--- src/rtl/acc_alu_seq_if.sv ---
// Handshake and data bundle between the control sequencer and acc_alu_seq.
// The master issues fn/operand with start; the slave returns results and flags.
interface acc_alu_seq_if #(
    parameter int WIDTH = 16
);
    logic             start;
    logic [7:0]       fn;
    logic [WIDTH-1:0] operand;
    logic             clr_acc;
    logic [WIDTH-1:0] acc;
    logic [WIDTH-1:0] mr;
    logic             busy;
    logic             done;
    logic             zero;
    logic             neg;
    logic             div_zero;
    logic             illegal;

    modport master (
        output start, fn, operand, clr_acc,
        input  acc, mr, busy, done, zero, neg, div_zero, illegal
    );

    modport slave (
        input  start, fn, operand, clr_acc,
        output acc, mr, busy, done, zero, neg, div_zero, illegal
    );
endinterface

--- src/rtl/acc_alu_seq.sv ---
// Accumulator/ALU datapath with ACC, MR extension register and a
// multi-cycle unsigned shift-add multiplier and restoring divider.
module acc_alu_seq #(
    parameter int WIDTH = 16,
    parameter int CNTW  = 5
) (
    input  logic          clk,
    input  logic          rst,
    acc_alu_seq_if.slave  bus
);

    typedef enum logic [1:0] {
        S_IDLE,
        S_MUL,
        S_DIV
    } state_t;

    state_t state_q, state_d;

    logic [WIDTH-1:0] acc_q, acc_d;
    logic [WIDTH-1:0] mr_q, mr_d;
    logic [WIDTH-1:0] x_q, x_d;
    logic [WIDTH-1:0] hi_q, hi_d;
    logic [WIDTH-1:0] lo_q, lo_d;
    logic [CNTW-1:0]  cnt_q, cnt_d;
    logic             busy_q, busy_d;
    logic             done_q, done_d;
    logic             zero_q, zero_d;
    logic             neg_q, neg_d;
    logic             dz_q, dz_d;
    logic             ill_q, ill_d;

    logic [WIDTH-1:0] a_in;
    logic [WIDTH:0]   sum;
    logic [WIDTH:0]   shifted;
    logic [WIDTH:0]   diff;
    logic             last;

    always_comb begin
        state_d = state_q;
        acc_d   = acc_q;
        mr_d    = mr_q;
        x_d     = x_q;
        hi_d    = hi_q;
        lo_d    = lo_q;
        cnt_d   = cnt_q;
        busy_d  = busy_q;
        done_d  = 1'b0;
        zero_d  = zero_q;
        neg_d   = neg_q;
        dz_d    = dz_q;
        ill_d   = ill_q;
        a_in    = bus.clr_acc ? '0 : acc_q;
        sum     = '0;
        shifted = '0;
        diff    = '0;
        last    = (cnt_q == CNTW'(WIDTH - 1));

        unique case (state_q)
            S_IDLE: begin
                if (bus.start) begin
                    done_d = 1'b1;
                    dz_d   = 1'b0;
                    ill_d  = 1'b0;
                    x_d    = bus.operand;
                    unique case (bus.fn)
                        8'h01, 8'h05, 8'h06, 8'h07: ;
                        8'h02: acc_d = bus.operand;
                        8'h03: acc_d = a_in + bus.operand;
                        8'h04: acc_d = a_in - bus.operand;
                        8'h0A: acc_d = a_in & bus.operand;
                        8'h0B: acc_d = a_in | bus.operand;
                        8'h0C: acc_d = ~bus.operand;
                        8'h0D: acc_d = {1'b0, a_in[WIDTH-1:1]};
                        8'h0E: acc_d = {a_in[WIDTH-2:0], 1'b0};
                        8'h0F: acc_d = ~a_in;
                        8'h08: begin
                            done_d  = 1'b0;
                            busy_d  = 1'b1;
                            cnt_d   = '0;
                            hi_d    = '0;
                            lo_d    = a_in;
                            state_d = S_MUL;
                        end
                        8'h09: begin
                            if (bus.operand == '0) begin
                                acc_d = '1;
                                mr_d  = a_in;
                                dz_d  = 1'b1;
                            end else begin
                                done_d  = 1'b0;
                                busy_d  = 1'b1;
                                cnt_d   = '0;
                                hi_d    = '0;
                                lo_d    = a_in;
                                state_d = S_DIV;
                            end
                        end
                        default: ill_d = 1'b1;
                    endcase
                end
            end
            S_MUL: begin
                // hi accumulates partial products; lo shifts out multiplier bits
                sum = {1'b0, hi_q} + (lo_q[0] ? {1'b0, x_q} : '0);
                {hi_d, lo_d} = {sum, lo_q[WIDTH-1:1]};
                cnt_d = cnt_q + 1'b1;
                if (last) begin
                    acc_d   = lo_d;
                    mr_d    = hi_d;
                    busy_d  = 1'b0;
                    done_d  = 1'b1;
                    state_d = S_IDLE;
                end
            end
            S_DIV: begin
                // hi is the partial remainder, lo shifts dividend out and quotient in
                shifted = {hi_q, lo_q[WIDTH-1]};
                diff    = shifted - {1'b0, x_q};
                if (!diff[WIDTH]) begin
                    hi_d = diff[WIDTH-1:0];
                    lo_d = {lo_q[WIDTH-2:0], 1'b1};
                end else begin
                    hi_d = shifted[WIDTH-1:0];
                    lo_d = {lo_q[WIDTH-2:0], 1'b0};
                end
                cnt_d = cnt_q + 1'b1;
                if (last) begin
                    acc_d   = lo_d;
                    mr_d    = hi_d;
                    busy_d  = 1'b0;
                    done_d  = 1'b1;
                    state_d = S_IDLE;
                end
            end
            default: begin
                busy_d  = 1'b0;
                state_d = S_IDLE;
            end
        endcase

        if (done_d) begin
            zero_d = (acc_d == '0);
            neg_d  = acc_d[WIDTH-1];
        end
    end

    always_ff @(posedge clk) begin
        if (!rst) begin
            state_q <= S_IDLE;
            acc_q   <= '0;
            mr_q    <= '0;
            x_q     <= '0;
            hi_q    <= '0;
            lo_q    <= '0;
            cnt_q   <= '0;
            busy_q  <= 1'b0;
            done_q  <= 1'b0;
            zero_q  <= 1'b1;
            neg_q   <= 1'b0;
            dz_q    <= 1'b0;
            ill_q   <= 1'b0;
        end else begin
            state_q <= state_d;
            acc_q   <= acc_d;
            mr_q    <= mr_d;
            x_q     <= x_d;
            hi_q    <= hi_d;
            lo_q    <= lo_d;
            cnt_q   <= cnt_d;
            busy_q  <= busy_d;
            done_q  <= done_d;
            zero_q  <= zero_d;
            neg_q   <= neg_d;
            dz_q    <= dz_d;
            ill_q   <= ill_d;
        end
    end

    assign bus.acc      = acc_q;
    assign bus.mr       = mr_q;
    assign bus.busy     = busy_q;
    assign bus.done     = done_q;
    assign bus.zero     = zero_q;
    assign bus.neg      = neg_q;
    assign bus.div_zero = dz_q;
    assign bus.illegal  = ill_q;

endmodule

--- src/flat_wrapper.sv ---
// flat-port wrapper written by rule: the top's interface ports become plain ports
module acc_alu_seq_flat 
#(
    parameter int WIDTH = 16,
    parameter int CNTW  = 5
)
  (clk, rst, bus_start, bus_fn, bus_operand, bus_clr_acc, bus_acc, bus_mr, bus_busy, bus_done, bus_zero, bus_neg, bus_div_zero, bus_illegal);
  acc_alu_seq_if #(.WIDTH(WIDTH)) bus_i ();
  input  logic clk;
  input  logic rst;
  input wire logic [$bits(bus_i.start)-1:0] bus_start;
  input wire logic [$bits(bus_i.fn)-1:0] bus_fn;
  input wire logic [$bits(bus_i.operand)-1:0] bus_operand;
  input wire logic [$bits(bus_i.clr_acc)-1:0] bus_clr_acc;
  output wire logic [$bits(bus_i.acc)-1:0] bus_acc;
  output wire logic [$bits(bus_i.mr)-1:0] bus_mr;
  output wire logic [$bits(bus_i.busy)-1:0] bus_busy;
  output wire logic [$bits(bus_i.done)-1:0] bus_done;
  output wire logic [$bits(bus_i.zero)-1:0] bus_zero;
  output wire logic [$bits(bus_i.neg)-1:0] bus_neg;
  output wire logic [$bits(bus_i.div_zero)-1:0] bus_div_zero;
  output wire logic [$bits(bus_i.illegal)-1:0] bus_illegal;
  assign bus_i.start = bus_start;
  assign bus_i.fn = bus_fn;
  assign bus_i.operand = bus_operand;
  assign bus_i.clr_acc = bus_clr_acc;
  assign bus_acc = bus_i.acc;
  assign bus_mr = bus_i.mr;
  assign bus_busy = bus_i.busy;
  assign bus_done = bus_i.done;
  assign bus_zero = bus_i.zero;
  assign bus_neg = bus_i.neg;
  assign bus_div_zero = bus_i.div_zero;
  assign bus_illegal = bus_i.illegal;
  acc_alu_seq #(.WIDTH(WIDTH), .CNTW(CNTW)) u_core (.clk(clk), .rst(rst), .bus(bus_i));
endmodule
--- config.mk ---
export PLATFORM = sky130hd
export DESIGN_NAME = acc_alu_seq_flat
export DESIGN_NICKNAME = d
export VERILOG_FILES = /design/src/rtl/acc_alu_seq_if.sv /design/src/rtl/acc_alu_seq.sv /design/src/flat_wrapper.sv
export SDC_FILE = /design/constraint.sdc
export NUM_CORES = 1
export LEC_CHECK = 0
export BUFFER_PORTS_ARGS = -buffer_cell sky130_fd_sc_hd__buf_4
export CAP_MARGIN = 20
export CORE_MARGIN = 2
export CORE_UTILIZATION = 42
export DETAILED_ROUTE_END_ITERATION = 10
export HOLD_SLACK_MARGIN = 0.1
export PLACE_DENSITY_LB_ADDON = 0.05
export SYNTH_ARGS = -nofsm -noshare
export SYNTH_HDL_FRONTEND = slang
export SYNTH_SLANG_ARGS = --single-unit
--- constraint.sdc ---
create_clock -name clk -period 9.7 [get_ports clk]
set_clock_uncertainty 0.1 [all_clocks]
set_input_delay 1.94 -clock clk [delete_from_list [all_inputs] [get_ports clk]]
set_output_delay 1.94 -clock clk [all_outputs]
set_load 0.1 [all_outputs]
==> results.tsv <==
metric	value	unit
worst-path cell chain	buf_4 > or4_1 > nor2_1 > nand3_1 > nor2_1 > a21o_1 > inv_1 > ha_1 > nor2b_1 > o31ai_1 > a21oi_1 > a31o_2 > a31oi_1 > mux2_2 > o31ai_1 > a21oi_1 > o311ai_2	
Synthesis Warnings	0	
drt drc	0	
largest net degree at the start of global routing	60	
Final GP Congestion	0.9426	
EDFF count, synth	0	
IO buf count	65	
Synth Flop Type	dfxtp_1	
CTS Sinks	93	
CTS Buf Count	9	
Setup TNS	0	ns
WL/cell	22.69	um
Core Region	21220	um^2
Finish-stage setup viols	0	
Area growth syn-to-layout	10.71	%
Layout fillers	2196	
Yosys top cell by area	dfxtp_1	
Final Cycle Share	64.50	%
crit-path max FO	13	
worst reg2reg startpoint	u_core.lo_q[15]	
Mapped Area	9145	um^2
maximum clock insertion buffer count	2	
drt pass-1 iters	5	
post_cts resized	0	
Max Slew Vio Count	0	
hold buffers post-CTS	0	
crit-path leading delay family	compound AO/OA/AOI/OAI gates	
Fmax	159.8	MHz
Max-Cap Viols	0	
initial antenna violation count	0	
flops & latches, synth	93	
global-route wire length before repair	52870	um
Worst-Margin Slew	1.075	ns
slowest cell delay on critical path	0.78	ns
Die Wd	151.6	um
I/O Pins	66	
Die Y	151.6	um
top cell type's share of synthesized area	20.36	%
die area	22970	um^2
Design Area, Final	10120	um^2
Leakage	3.986	nW
Period minus WS final	6.256	ns
Syn Nets	1333	
worst hold slack	0.3537	ns
crit end category	flip-flop	
fin nets	1340	
Critical-path top delay cell	or4_1	
via count	9846	
Placed Instance Area	9778	um^2
Critical Path Source Type	input port	
CTS tree	yes	
WP data arrival	6.42	ns
std cell rows	53	
Crit path required time	9.87	ns
diode count	0	
Total GRT Usage	30.17	%
Initial Utilization	43.10	%
R2R Setup Slk	5.18	ns
vias in the first global route	8850	
initial DRC count	810	
Synth Instances	1246	
Slew HR	27.83	%
dominant cells by area after synthesis	dfxtp_1 (20%), ha_1 (7.7%), a21oi_1 (6.1%), nand2_1 (4.8%), nor2_1 (4.5%)	
Mapped Avg Cell Area	7.340	um^2
crit path launch	bus_fn[5]	
WL final	34780	um
dpl hpwl	25730	um
Hold Path Class	reg -> reg	
VDD IR max	0.09255	mV
clk slew on worst S/H paths	0.07	ns
RSZ-0062 raised after global routing	no	
clock root buffer	clkbuf_16	
Hold Vio Cnt, Final	0	
share of layout cells above drive strength 1	11.13	%
ANT nets after route	0	
clk_lat worst skew	0.35	ns
H-tree depth	3	
postcts setup bufs	0	
most common cell in the netlist	nand2_1	
Crit path buffers/inverters	2	
Async SR Flop Fraction	0	%
Worst Setup Path Type	in -> reg	
most common library cells after synthesis	nand2_1 (117), a21oi_1 (111), nor2_1 (110)	
count of different cell masters after synthesis	85	
Vias/cell	6.423	
hold path start	u_core.cnt_q[4]	
gr ovfl total	0	
status	completed	
P per Cell Area	116.7	nW/um^2
register area share after synthesis	20.36	%
[cell usage in the layout (no fill, tap or decap), types with 10 or more instances in the layout]
master	count
a32o_1	12
o31ai_1	11
nand2_1	117
o2111ai_1	13
or3_1	10
a21o_1	14
a21oi_1	111
inv_1	57
a31oi_1	13
xnor2_1	37
xor2_1	15
nand3_1	28
o22ai_1	21
dfxtp_1	93
and3_1	20
o21a_1	12
nor2b_1	15
mux2i_1	27
nor2_1	110
buf_4	85
ha_1	56
o211ai_1	17
and2_1	31
nor3_1	27
a211oi_1	20
nand2b_1	18
o21ai_0	76
a22oi_1	21
[cell type report]
type	count	area (um^2)	share of cell area [%]
inverters	58	217.7	2.150
well taps	275	344.1	3.398
clock inverters	7	121.4	1.199
multi-input cells	1006	6716	66.34
clock buffers	9	225.2	2.224
repair buffers	85	638.1	6.303
flip-flops and latches	93	1862	18.39
[state kept, by name, summed over array words and instances (netlist names)]
signal	flops
u_core.bus.zero	1
u_core.lo_q	16
u_core.bus.neg	1
u_core.bus.busy	1
u_core.bus.done	1
u_core.state_q	2
u_core.bus.acc	16
u_core.bus.mr	16
u_core.x_q	16
u_core.bus.illegal	1
u_core.hi_q	16
u_core.bus.div_zero	1
u_core.cnt_q	5
[metal layers]
metal	GRT usage, %	vias up	part of all wire (%)
met2	45.02	437	43
li1	-	4630	-
met4	8.056	0	2.4
met1	44.68	4727	46
met5	0	-	0
met3	5.060	52	8.2
[path summary, 6_finish.rpt]
path	to	cells after the start
hold / removal	u_core.cnt_q[4]	2
setup / recovery	u_core.bus.zero	17
setup reg to reg	u_core.bus.zero	14
hold reg to reg	u_core.cnt_q[4]	2
[cells by family (layout without fill, tap and decap cells)]
family,count (synthesis),count (layout),share of synthesized area (%)
compound gates,438,438,32.86
buf+inv,147,159,6.335
simple gates,419,419,22.66
flops,93,93,20.36
fa+ha+maj,59,59,8.319
mux,37,37,4.310
xor+xnor,53,53,5.158
[power breakdown]
| part | switching [mW] | total (mW) | internal [mW] |
|---|---|---|---|
| registers | 0.0141 | 0.410 | 0.396 |
| logic | 0.245 | 0.346 | 0.101 |
| clock network | 0.172 | 0.426 | 0.254 |
[through the flow]
stage | instances | power [mW] | setup WS (ns) | util [%]
2_1_floorplan | 1246 | 0.6598 | 3.974 | -
3_3_place_gp | 1516 | 0.7577 | 3.281 | 46.04
3_5_place_dp | 1517 | 0.7591 | 3.168 | 46.08
4_1_cts | 1533 | 1.183 | 3.540 | 47.71
5_1_grt | 1533 | 1.225 | 3.263 | 47.71
6_report | 1533 | 1.182 | 3.444 | 47.71
[worst register-to-register path, stage by stage, from the launching register on]
cell and delay [ns]:
dfxtp_1 0.43, inv_1 0.16, ha_1 0.25, inv_1 0.07, fa_1 0.23, nand3_1 0.12, a211oi_1 0.62, o211ai_1 0.26
nand3b_1 0.14, o211ai_1 0.17, xnor2_2 0.17, buf_4 0.24, a311oi_1 0.95, nand3_1 0.24, o311ai_2 0.27
Power figures use the tool's default switching activity.
